<file path="src/rtl/fm_write_scheduler.sv">
// Feature-map write-port scheduler: merges the conv write-back stream (strict priority,
// no backpressure) with the DDR load stream (valid/ready) for one tile job.
module fm_write_scheduler #(
  parameter int CONV_OUT_NUM = 18,
  parameter int DATA_WIDTH   = 8,
  parameter int FM_MEM_DEPTH = 13,
  parameter int DDR_WIDTH    = 256
) (
  input  logic                                 sys_clk,
  input  logic                                 rstn,
  input  logic                                 cfg_start,
  input  logic [FM_MEM_DEPTH-1:0]              cfg_conv_base,
  input  logic [FM_MEM_DEPTH:0]                cfg_conv_len,
  input  logic [FM_MEM_DEPTH-1:0]              cfg_ddr_base,
  input  logic [FM_MEM_DEPTH:0]                cfg_ddr_len,
  input  logic [CONV_OUT_NUM*DATA_WIDTH-1:0]   Conv_wr_data,
  input  logic                                 Conv_wr_valid,
  input  logic [DDR_WIDTH-1:0]                 DDR_wr_data,
  input  logic                                 DDR_wr_valid,
  output logic                                 DDR_wr_ready,
  output logic [CONV_OUT_NUM*DATA_WIDTH-1:0]   wr_data,
  output logic [FM_MEM_DEPTH-1:0]              wr_addr,
  output logic                                 wr_en,
  output logic                                 busy,
  output logic                                 done,
  output logic                                 err_overrun,
  output logic [1:0]                           dbg_state
);

  localparam int W  = CONV_OUT_NUM * DATA_WIDTH;
  localparam int LW = FM_MEM_DEPTH + 1;

  typedef enum logic [1:0] {
    IDLE = 2'd0,
    RUN  = 2'd1,
    DONE = 2'd2
  } state_t;

  state_t                  state, state_nxt;
  logic [FM_MEM_DEPTH-1:0] conv_ptr, ddr_ptr;
  logic [LW-1:0]           conv_rem, ddr_rem;
  logic                    in_run, start_acc, conv_pend, conv_acc, ddr_acc, conv_drop;
  logic                    unused_ddr_hi;

  // Handshake: a DDR beat transfers in a cycle where DDR_wr_valid and DDR_wr_ready are
  // both high. Ready is combinational and drops whenever a conv word is claiming the port.
  assign in_run       = (state == RUN);
  assign start_acc    = (state == IDLE) && cfg_start;
  assign conv_pend    = Conv_wr_valid && (conv_rem != '0);
  assign conv_acc     = conv_pend && in_run;
  assign DDR_wr_ready = in_run && (ddr_rem != '0) && !conv_pend;
  assign ddr_acc      = DDR_wr_valid && DDR_wr_ready;
  assign conv_drop    = Conv_wr_valid && !conv_acc;

  assign busy          = in_run;
  assign done          = (state == DONE);
  assign dbg_state     = state;
  assign unused_ddr_hi = ^DDR_wr_data[DDR_WIDTH-1:W];

  always_ff @(posedge sys_clk or negedge rstn) begin
    if (!rstn) state <= IDLE;
    else       state <= state_nxt;
  end

  always_comb begin
    state_nxt = state;
    case (state)
      IDLE:    if (cfg_start) state_nxt = RUN;
      RUN:     if ((conv_rem == '0) && (ddr_rem == '0)) state_nxt = DONE;
      DONE:    state_nxt = IDLE;
      default: state_nxt = IDLE;
    endcase
  end

  always_ff @(posedge sys_clk or negedge rstn) begin
    if (!rstn) begin
      conv_ptr <= '0;
      conv_rem <= '0;
      ddr_ptr  <= '0;
      ddr_rem  <= '0;
    end else if (start_acc) begin
      conv_ptr <= cfg_conv_base;
      conv_rem <= cfg_conv_len;
      ddr_ptr  <= cfg_ddr_base;
      ddr_rem  <= cfg_ddr_len;
    end else begin
      if (conv_acc) begin
        conv_ptr <= conv_ptr + FM_MEM_DEPTH'(1);
        conv_rem <= conv_rem - LW'(1);
      end
      if (ddr_acc) begin
        ddr_ptr <= ddr_ptr + FM_MEM_DEPTH'(1);
        ddr_rem <= ddr_rem - LW'(1);
      end
    end
  end

  // Write stage: address/data hold their last value when no word is accepted.
  always_ff @(posedge sys_clk or negedge rstn) begin
    if (!rstn) begin
      wr_en   <= 1'b0;
      wr_data <= '0;
      wr_addr <= '0;
    end else begin
      wr_en <= conv_acc || ddr_acc;
      if (conv_acc) begin
        wr_data <= Conv_wr_data;
        wr_addr <= conv_ptr;
      end else if (ddr_acc) begin
        wr_data <= DDR_wr_data[W-1:0];
        wr_addr <= ddr_ptr;
      end
    end
  end

  // A word dropped in the same cycle as an accepted start still flags the error.
  always_ff @(posedge sys_clk or negedge rstn) begin
    if (!rstn)          err_overrun <= 1'b0;
    else if (conv_drop) err_overrun <= 1'b1;
    else if (start_acc) err_overrun <= 1'b0;
  end

endmodule

</file>
<file path="config.mk">
export PLATFORM = sky130hd
export DESIGN_NAME = fm_write_scheduler
export DESIGN_NICKNAME = d
export VERILOG_FILES = /design/src/rtl/fm_write_scheduler.sv
export SDC_FILE = /design/constraint.sdc
export NUM_CORES = 1
export LEC_CHECK = 0
export BUFFER_PORTS_ARGS = -buffer_cell sky130_fd_sc_hd__buf_2
export CAP_MARGIN = 30
export CORE_AREA = 2 2 242 244
export DETAILED_ROUTE_END_ITERATION = 10
export DIE_AREA = 0 0 244 246
export GPL_TIMING_DRIVEN = 1
export HOLD_SLACK_MARGIN = 0.08
export PLACE_DENSITY = 0.38
export SKIP_LAST_GASP = 1
export SYNTH_ARGS = -nofsm -noshare
export SYNTH_HDL_FRONTEND = slang
export SYNTH_SLANG_ARGS = --single-unit
</file>
<file path="constraint.sdc">
create_clock -name sys_clk -period 3.1 [get_ports sys_clk]
set_input_delay 0.62 -clock sys_clk [delete_from_list [all_inputs] [get_ports sys_clk]]
set_output_delay 0.62 -clock sys_clk [all_outputs]
set_load 0.01 [all_outputs]
</file>
==> flow_summary.ini, run 1 <==
[synth]
synth-seq-area-share = 0.5204
syn_area_per_cell_um2 = 8.378
synthTopCellsByCount = 323 x a21oi_1, 215 x dfrtp_1, 211 x nand2_1
syn-num-nets = 1697
synth_ff_type = dfrtp_1
synthCells = 1234
synth_top_area_cell = dfrtp_1
netlist_area_um2 = 10340
synth_warnings = 0
postSynth.asyncResetShare = 1.000
synth_top_cell_area_share = 0.5204
synth_edf_count = 0
ys_ff_latch = 215
synth_cell_types = 52
synth.area.top_cells = dfrtp_1 52%, a21oi_1 16%, nand2_1 7.7%
yosysMostFrequentCell = a21oi_1

[sta]
drv_slew = 0
fmax_ghz = 0.3302
worst_pin_slew_ns = 0.5902
fin_ws_ns = 0.07158
fin_setup_tns_ns = 0
fin_skew_ns = 0.01282
finalHoldViolCount = 0
period_share = 0.9769
min_period_ns = 3.028
finalSetupViolCount = 0
rsz0062_at_grt = yes
slew_headroom = 0.5964

[place]
placed_cell_area_um2 = 14010
dp_hpwl_um = 34170
gp_congestion = 0.8351
numPortBuffers = 510
place_ws_ns = 0.1473

[die]
core_area_um2 = 57370
die_area_um2 = 60020
start_util = 0.1802
std_cell_rows = 88
pin_count = 623
die_w_um = 244
die_h_um = 246

[clock_tree]
clockBufferDepth = 3
clkTransAtPathRegs_ns = 0.06
cts_tree = yes
ctsRootBufferMaster = clkbuf_16
cts_sinks = 215
clkLatencyLatePin_ns = 0.57
cts_buffers = 29
htreeDepth = 1

[global_routing]
grt-ovfl-total = 0
grt_max_degree = 93
grt_pass1_wl_um = 68320
grtUsageTotal = 0.1468
first_global_vias = 10930
antenna_found_initial = 10

[run_status]
status = completed

[setup_path]
worst-path-max-fanout = 3
cp.arrival_ns = 2.41
path_class = reg2out
timing.critical_path.buf_inv = 2
slowest_delay_ns = 0.55
crit_slowest_cell = or4_4
r2r_setup_slack_ns = 0.29
crit_path_cell_trace = or4_4 -> o41a_1 -> buf_12 -> nor3_4 -> buf_2
cp-end-kind = primary output
critical_path.top_delay_family = simple AND/OR/NAND/NOR gates
cp.required_ns = 2.48
worstSetupStartpointType = flip-flop

[power_and_ir_drop]
power.leakage_uw = 0.007144
internal-power_uw = 6186
p_per_area_nw_per_um2 = 606.1
seqPwrFrac = 0.406
p_sw_uw = 2912
power_frac_comb = 0.227
p_sw_frac = 0.3200
peakVddDrop_v = 0.0003828
clkPwrFrac = 0.367

[layout]
nNetsFinal = 2191
area_growth_syn_to_layout_pct = 45.19
design_area_um2 = 15010
drive_gt1_frac = 0.3478

[detailed_routing]
ant_nets = 0
wl_per_cell_um = 18.25
wirelength_um = 45960
drcViolationCount = 0
drtIter0Drc = 545
vias = 10890
first_pass_iters = 5
vias_per_cell = 4.326

[run]
maxCapViolations = 0

[hold_path]
hold_class = in2reg
==> layer usage <==
metal	wire, um	GRT usage
met3	3071	0.03693
met2	22150	0.2412
met5	13	0
met4	966	0.03748
met1	19750	0.1921
==> cell usage in the layout (no fill, tap or decap), types with 5 or more instances in the layout <==
| master | synthesis | layout |
|---|---|---|
| buf_2 | 28 | 509 |
| a21oi_1 | 323 | 323 |
| dfrtp_1 | 215 | 215 |
| nand2_1 | 211 | 210 |
| nor2_1 | 179 | 178 |
| clkbuf_16 | 0 | 29 |
| o21ai_0 | 27 | 27 |
| buf_4 | 0 | 27 |
| or3_1 | 23 | 23 |
| nand3_1 | 19 | 19 |
| xnor2_1 | 19 | 19 |
| buf_12 | 0 | 14 |
| clkbuf_1 | 56 | 11 |
| xor2_1 | 10 | 10 |
| nand4_1 | 9 | 9 |
| inv_1 | 8 | 8 |
| a31oi_1 | 7 | 7 |
| and2_1 | 7 | 6 |
| o211ai_1 | 6 | 6 |
| nor3_1 | 7 | 6 |
| diode_2 | 0 | 5 |
| or4_1 | 6 | 5 |
| and3_1 | 6 | 5 |
| clkbuf_8 | 0 | 5 |
==> logic make-up (layout without fill, tap and decap cells) <==
kind of cell / after synthesis / after routing / share of synthesized area
AO/OA/AOI/OAI: 396 / 396 / 0.2063
adder cells (fa/ha/maj): 4 / 4 / 0.004841
flip-flops: 215 / 215 / 0.5204
AND/OR/NAND/NOR: 489 / 489 / 0.2019
other: 0 / 5 / 0
XOR/XNOR: 29 / 29 / 0.02457
buffers and inverters: 99 / 613 / 0.04006
multiplexers: 2 / 2 / 0.001936
==> timing repair <==
action	CTS	global route
pin swaps	4	1
setup endpoints to repair	1	1
buffers inserted	4	0
hold buffers	1	0
hold endpoints to repair	56	0
cloned	0	0
gates resized for setup	6	1
==> state kept, by name, summed over array words and instances, names as in the netlist <==
| name | cells |
|---|---|
| conv_rem | 14 |
| wr_addr | 13 |
| conv_ptr | 13 |
| ddr_ptr | 13 |
| ddr_rem | 14 |
| wr_data | 144 |
| wr_en | 1 |
| err_overrun | 1 |
| dbg_state | 2 |
==> power groups by stage <==
stage / sequential, uW / combinational [uW] / clock [uW]
floorplan: 3750 / 1000 / 0
global placement: 3720 / 2050 / 0
detailed placement: 3720 / 2080 / 0
CTS: 3690 / 2110 / 3470
global route: 3770 / 2330 / 3590
finish: 3690 / 2070 / 3340
==> worst paths after layout <==
path                                 startpoint           end  cells after the start
max in group asynchronous                  rstn    ddr_ptr[6]                      3
worst min register to register     wr_data[122]  wr_data[122]                      2
worst min-delay path            cfg_ddr_len[10]   ddr_rem[10]                      3
worst max register to register      conv_rem[9]    ddr_ptr[3]                      7
min in group asynchronous                  rstn  wr_data[126]                      2
worst max-delay path                conv_rem[9]  DDR_wr_ready                      5
==> per-stage QoR <==
stage          std cells  total power, uW  utilization  hold WS (ns)
2_1_floorplan       1234             4751            -        0.3244
3_3_place_gp        2455             5765       0.2433        0.4877
3_5_place_dp        2457             5795       0.2442        0.4971
4_1_cts             2513             9276       0.2614        0.2131
5_1_grt             2518             9684       0.2617        0.2406
6_report            2518             9098       0.2617        0.2512
==> final cells by class <==
class,count,area [um2]
Timing Repair Buffer,554,3094
Fill cell,6402,42350
Inverter,8,30.03
Clock inverter,6,85.08
Sequential cell,215,5380
Multi-Input combinational cell,920,4616
Clock buffer,45,835.8
Antenna cell,5,12.51
Tap cell,765,957.2
==> worst register-to-register path, stage by stage (launching register included) <==
cell,delay (ns)
dfrtp_1,0.39
or4_4,0.55
o41a_1,0.49
buf_4,0.18
a211o_4,0.38
buf_12,0.22
or3_1,0.36
a31oi_1,0.16
Note: power is estimated with default switching activity, not from simulation.
==> run 2: changes to the inputs <==
Settings changed: CORE_AREA 2 2 242 244 to 2 2 240 242, DIE_AREA 0 0 244 246 to 0 0 242 244, PLACE_DENSITY 0.38 to 0.39, REMOVE_ABC_BUFFERS from default to 1.
Clock period 3.1 ns to 3.4 ns, I/O delays scaled along.
==> flow_summary.ini, run 2 (synthesis results as in run 1) <==
[power_and_ir_drop]
peakVddDrop_v = 0.0003137
total_power_uw = 7977
power.leakage_uw = 0.007029
p_per_area_nw_per_um2 = 540.6

[global_routing]
grt_pass1_wl_um = 66040
grt-ovfl-total = 0
grtUsageTotal = 0.1407
first_global_vias = 10920
grt_max_degree = 116
antenna_found_initial = 7

[layout]
final_common_cell = buf_2
mostFrequentLayoutCells = 509 x buf_2, 323 x a21oi_1, 215 x dfrtp_1
area_growth_syn_to_layout_pct = 42.72
drive_gt1_frac = 0.3420
nNetsFinal = 2178
fill_cells = 6240
reg_top3 = wr_data: 144 flops, conv_rem: 14 flops, ddr_rem: 14 flops
ff_latch_area_um2 = 5380
design_area_um2 = 14760
fin_util = 0.2627
multi_input_area_um2 = 4602
top_register = wr_data
largest_register_ff_count = 144

[detailed_routing]
vias_per_cell = 4.307
top_layer = met5
first_pass_iters = 4
drtIter0Drc = 530
dr_wl_met3_um = 2680
wl_met1_um = 18410
drcViolationCount = 0
wl_met2_um = 21620
vias = 10730
wl_per_cell_um = 17.50
wirelength_um = 43610
ant_nets = 0

[place]
dp_hpwl_um = 31210
gp_congestion = 0.8072
numPortBuffers = 510
placed_cell_area_um2 = 13900

[sta]
fin_skew_ns = 0.01222
rsz0062_at_grt = no
finalHoldViolCount = 0
min_period_ns = 3.275
drv_slew = 0
fmax_ghz = 0.3054
finalSetupViolCount = 0
fin_setup_tns_ns = 0
worst_pin_slew_ns = 0.6912
slew_headroom = 0.5381
period_share = 0.9632

[die]
start_util = 0.1841
die_h_um = 244
std_cell_rows = 87
core_area_um2 = 56170
pin_count = 623
die_area_um2 = 59050
die_w_um = 242

[run]
maxCapViolations = 0

[setup_path]
worstSetupStartpointType = flip-flop
cp.arrival_ns = 2.59
worst-path-max-fanout = 8
cp-end-kind = primary output
r2r_cells = 8
path_class = reg2out
cp.required_ns = 2.72

[clock_tree]
cts_sinks = 215
ctsRootBufferMaster = clkbuf_16
cts-hold-fix-buffers = 0
cts_tree = yes
htreeDepth = 1
post_cts_buffers = 0
cts_buffers = 28
clkTransAtPathRegs_ns = 0.06
ctsResizeCount = 3
clkLatencyLatePin_ns = 0.56
clockBufferDepth = 3

[hold_path]
hold_class = in2async

[run_status]
status = completed
-- run 2: path summary, 6_finish.rpt --
check                           startpoint            to  slack (ns)
setup / recovery               conv_rem[0]  DDR_wr_ready        0.13
hold / removal                        rstn    wr_data[8]        0.10
setup reg to reg               conv_rem[0]    ddr_rem[5]        0.42
max in group asynchronous             rstn   wr_data[66]        2.47
hold reg to reg                err_overrun   err_overrun        0.50
min in group sys_clk       cfg_ddr_len[10]   ddr_rem[10]        0.32
-- run 2: routing by layer --
metal / GRT usage / vias to the layer above
met3: 0.03205 / 61
met4: 0.03377 / 12
met5: 0 / -
li1: - / 5177
met1: 0.1781 / 5175
met2: 0.2427 / 309
-- run 2: layout make-up --
type | count | share of cell area
Timing Repair Buffer | 542 | 0.2001
Clock inverter | 5 | 0.001866
Sequential cell | 215 | 0.3646
Tap cell | 756 | 0.06411
Clock buffer | 44 | 0.05503
Antenna cell | 2 | 0.0003392
Inverter | 8 | 0.002035
Multi-Input combinational cell | 920 | 0.3119
-- run 2: critical path, stage by stage, from the launching register on --
cell and delay [ns]:
dfrtp_1 0.41, inv_1 0.07, ha_1 0.18, or3b_2 0.51
o41a_4 0.46, nor3_1 0.23, buf_2 0.17
-- run 2: metrics by stage --
step / hold slack (ns) / std cells / setup WS [ns]
finish: 0.1001 / 2492 / 0.1251
global route: 0.1345 / 2491 / 0.01251
CTS: 0.1248 / 2490 / 0.05909
detailed placement: 0.4844 / 2441 / 0.2598
global placement: 0.4820 / 2441 / 0.2654
floorplan: 0.3844 / 1143 / -8.073
-- run 2: power breakdown --
part,switching [uW],internal (uW),total (uW)
clock,1190,1620,2810
combinational,1020,798,1820
sequential,357,2990,3350
